[config.mk]
export PLATFORM = sky130hd
export DESIGN_NAME = skew_fifo
export DESIGN_NICKNAME = d
export VERILOG_FILES = /design/src/rtl/commit_checker_pkg.sv /design/src/rtl/skew_fifo.sv
export SDC_FILE = /design/constraint.sdc
export NUM_CORES = 1
export LEC_CHECK = 0
export CORE_UTILIZATION = 55
export DETAILED_ROUTE_END_ITERATION = 7
export GPL_TIMING_DRIVEN = 0
export PLACE_DENSITY_LB_ADDON = 0.25
export SETUP_SLACK_MARGIN = 0.2
export SYNTH_ARGS = -nofsm -noshare
export SYNTH_HDL_FRONTEND = slang
export SYNTH_SLANG_ARGS = --single-unit
[constraint.sdc]
create_clock -name clk_i -period 7.9 [get_ports clk_i]
set_clock_uncertainty 0.05 [all_clocks]
set_input_delay 1.185 -clock clk_i [delete_from_list [all_inputs] [get_ports clk_i]]
set_output_delay 1.185 -clock clk_i [all_outputs]
set_load 0.02 [all_outputs]
[src/rtl/commit_checker_pkg.sv]
`default_nettype none
// ============================================================================
// Module   : commit_checker_pkg
// Brief    : Shared enums and default parameters for the commit skew checker.
// Revision : 1.0
// ============================================================================
package commit_checker_pkg;

    typedef enum logic [1:0] {
        ERR_NONE     = 2'd0,
        ERR_MISMATCH = 2'd1,
        ERR_OVERFLOW = 2'd2,
        ERR_TIMEOUT  = 2'd3
    } err_code_e;

    typedef enum logic [1:0] {
        ST_IDLE = 2'd0,
        ST_RUN  = 2'd1,
        ST_FAIL = 2'd2
    } state_e;

    localparam int c_DEF_NCH     = 2;
    localparam int c_DEF_W       = 64;
    localparam int c_DEF_DEPTH   = 4;
    localparam int c_DEF_TIMEOUT = 16;

endpackage
`default_nettype wire

[src/rtl/skew_fifo.sv]
`default_nettype none
// ============================================================================
// Module   : skew_fifo
// Brief    : Synchronous FIFO with full/empty/count and a synchronous flush.
// Revision : 1.0
// ============================================================================
module skew_fifo
    import commit_checker_pkg::*;
#(
    parameter int W     = c_DEF_W,
    parameter int DEPTH = c_DEF_DEPTH,
    localparam int AW   = $clog2(DEPTH)
) (
    input  logic          clk_i,
    input  logic          rst_ni,
    input  logic          flush_i,
    input  logic          push_i,
    input  logic [W-1:0]  data_i,
    input  logic          pop_i,
    output logic [W-1:0]  data_o,
    output logic          full_o,
    output logic          empty_o,
    output logic [AW:0]   count_o
);

    logic [W-1:0]  mem_q [DEPTH];
    logic [AW-1:0] wr_ptr_q;
    logic [AW-1:0] rd_ptr_q;
    logic [AW:0]   count_q;
    logic          w_wr;
    logic          w_rd;

    assign full_o  = (count_q == (AW+1)'(DEPTH));
    assign empty_o = (count_q == '0);
    assign count_o = count_q;
    assign data_o  = mem_q[rd_ptr_q];

    // A full FIFO still accepts a write when the head leaves in the same cycle.
    assign w_rd = pop_i && !empty_o;
    assign w_wr = push_i && (!full_o || w_rd);

    always_ff @(posedge clk_i or negedge rst_ni) begin
        if (!rst_ni) begin
            wr_ptr_q <= '0;
            rd_ptr_q <= '0;
            count_q  <= '0;
        end else if (flush_i) begin
            wr_ptr_q <= '0;
            rd_ptr_q <= '0;
            count_q  <= '0;
        end else begin
            if (w_wr) wr_ptr_q <= wr_ptr_q + AW'(1);
            if (w_rd) rd_ptr_q <= rd_ptr_q + AW'(1);
            count_q <= count_q + (AW+1)'(w_wr) - (AW+1)'(w_rd);
        end
    end

    always_ff @(posedge clk_i) begin
        if (w_wr) mem_q[wr_ptr_q] <= data_i;
    end

endmodule
`default_nettype wire

==> results.yml <==
outcome:
  outcome: "finished clean"
power_and_ir_drop:
  finalPower_mw: 3.950
  p_int_mw: 2.904
  power.density_nw_per_um2: 322.6
  p_leak_nw: 3.968
  pwr-share-seq_pct: 43.1
  switchingPower_mw: 1.046
  clock_power_share_pct: 28.6
  vdd_drop_max_mv: 0.2264
  sw_frac_of_total_pct: 26.49
  power_frac_comb_pct: 28.3
worst_setup_path:
  worst-path-stages: 4
  worstPathRequired_ns: 6.66
  reg2reg_depth: 4
  worst-setup-path-type: "register to primary output"
  start_kind: "register"
  crit_family: "buffers and inverters"
  r2r-end: "mem_q[3][4]"
  crit_start: "rd_ptr_q[1]"
  cpPeakStageDelay_ns: 0.59
  crit_arrival_ns: 2.43
  crit_chain: "buf_2 -> buf_2 -> mux4_2 -> clkdlybuf4s50_1"
  crit_path_max_fanout: 10
  cp_common_cell: "buf_2"
  slowest_stage: "clkdlybuf4s50_1"
  endpoint: "data_o[16]"
  endpoint_kind: "primary output"
  path_buf_inv: 3
  ff2ff_setup_slack_ns: 5.73
  r2r_start: "count_o[1]"
placement:
  port_buffers: 136
  place_area_um2: 11460
  dp_hpwl_um: 10240
  gp_congestion: 0.6885
  post-place-cells: 743
cts:
  clk_latency_ns: 0.50
  clkTransAtPathRegs_ns: 0.06
  post-cts-setup-buffer-count: 0
  cts_root_buf: "clkbuf_16"
  htree_levels: 1
  numCtsBuffers: 25
  cts_buffer_depth: 3
  cts_tree: "yes"
  cts_hold_buffers: 0
  cts_resized: 0
  numClockSinks: 263
final_layout:
  stdcell_area_um2: 12250
  post-route-util_pct: 70.80
  num-nets-final: 620
  mostFrequentLayoutCells: "edfxtp_1, clkdlybuf4s50_1, mux4_2"
  synthToLayoutAreaGrowth_pct: 26.09
  drive_gt1_share_pct: 22.38
  stdcell_count: 789
  n_fill_cell: 1048
  final_common_cell: "edfxtp_1"
worst_hold_path:
  worstHoldPathCells: 2
  min_path_type: "register to register"
synthesis:
  synth.avg_cell_area_um2: 25.69
  ys.flop_type: "edfxtp_1"
  yosys.cell_types.count: 24
  seq_area_frac_synth_pct: 80.96
  postSynthCellCount: 378
  synth_seq_cells: 263
  syn_area_um2: 9712
  synth_fp_nets: 453
  synthArstFlopShare_pct: 2.662
  synth-edff-count: 256
  yosys_warnings: 0
route:
  num_vias: 4402
  wl_per_cell_um: 21.26
  ant_nets: 0
  drc: 0
  drtIter0Drc: 225
  dr.pass1.iters: 5
  via_per_inst: 5.579
  drt_wl_total_um: 16770
global_routing:
  overflow: 0
  antenna_found_initial: 0
  grt_max_degree: 40
  track_usage_pct: 19.02
  grt_pass1_wl_um: 25790
  grt_pass1_vias: 4604
sta:
  final.setup.tns_ns: 0
  hold_violations: 0
  slew_headroom_pct: 59.34
  tightest_slew_ns: 0.6099
  fin_crit_ns: 3.663
  setup_viol: 0
  rsz0062_at_grt: "false"
  fmax_mhz: 273.0
  post-route-period-util_pct: 46.37
  drv_slew: 0
floorplanning:
  dieArea_um2: 18190
  num_rows: 48
  io_pins: 138
  initial_core_util_pct: 56.15
  core_area_um2: 17300
  die_y_um: 134.9
  fp.dieW_um: 134.9
run:
  max_cap_violations: 0
-- cell type report --
type                    instances  area (µm²)  area share [%]
multi-input cells              96        1735           14.17
clock inverters                12       107.6          0.8787
clock buffers                  33       675.6           5.518
plain buffers                  15       108.9          0.8889
well taps                     225       281.5           2.299
repair buffers                140        1456           11.89
inverters                       4       15.01          0.1226
diodes                          1       2.502         0.02044
flip-flops and latches        263        7863           64.21
-- per-layer routing --
metal / GRT usage, % / up-vias / share of wire, %
met2: 32.33 / 133 / 52
li1: - / 1953 / -
met3: 3.378 / 23 / 5.8
met4: 4.432 / 0 / 1.4
met5: 0 / - / 0
met1: 25.97 / 2293 / 41
-- registers in the layout, indices dropped and copies added (netlist names) --
signal    count
mem_q       256
wr_ptr_q      2
count_o       3
rd_ptr_q      2
-- power groups by stage --
stage | Sequential (mW) | Combinational, mW | Clock (mW)
global route | 1.71 | 1.19 | 1.21
detailed placement | 1.73 | 1.14 | 0
floorplan | 1.73 | 0.663 | 0
CTS | 1.70 | 1.14 | 1.16
finish | 1.70 | 1.12 | 1.13
global placement | 1.74 | 1.11 | 0
-- synthesized netlist by cell type (2+ instances only) --
cell type	number	share of area, %
edfxtp_1	256	79
mux4_2	64	15
dfrtp_1	7	1.8
nor2_1	7	0.27
buf_2	6	0.31
buf_6	5	0.58
ha_1	5	0.64
and2_1	4	0.26
inv_1	4	0.15
xor2_1	3	0.27
buf_4	2	0.15
clkbuf_1	2	0.077
nand2b_1	2	0.13
-- worst min-delay path: stages, from the launching register on --
cell and delay, ns:
dfrtp_1 0.42, nand2b_1 0.09, mux2i_1 0.07
-- cell families after synthesis --
logic type,count (synthesis),share of synthesized area (%)
adders and majority gates,6,0.8503
and+or+nand+nor,16,0.9662
buffers and inverters,19,1.275
AOI/OAI and AO/OA,4,0.4896
DFF,263,80.96
xor gates and xnor gates,4,0.3608
muxes,66,15.10
-- worst min-delay path by stage --
stage | slack (ns) | to | from
2_1_floorplan | 0.51 | wr_ptr_q[1] | wr_ptr_q[1]
6_report | 0.57 | wr_ptr_q[1] | wr_ptr_q[1]
3_3_place_gp | 0.52 | wr_ptr_q[1] | wr_ptr_q[1]
5_1_grt | 0.61 | wr_ptr_q[1] | wr_ptr_q[1]
3_5_place_dp | 0.56 | wr_ptr_q[1] | wr_ptr_q[1]
4_1_cts | 0.57 | wr_ptr_q[1] | wr_ptr_q[1]
-- metrics by stage --
step	setup slack [ns]	hold WS [ns]
6_report	4.237	0.5678
5_1_grt	4.120	0.6091
4_1_cts	4.190	0.5694
3_5_place_dp	4.577	0.5618
3_3_place_gp	2.676	0.5167
2_1_floorplan	4.442	0.5051
No activity file was read; power rests on OpenSTA's default activity.
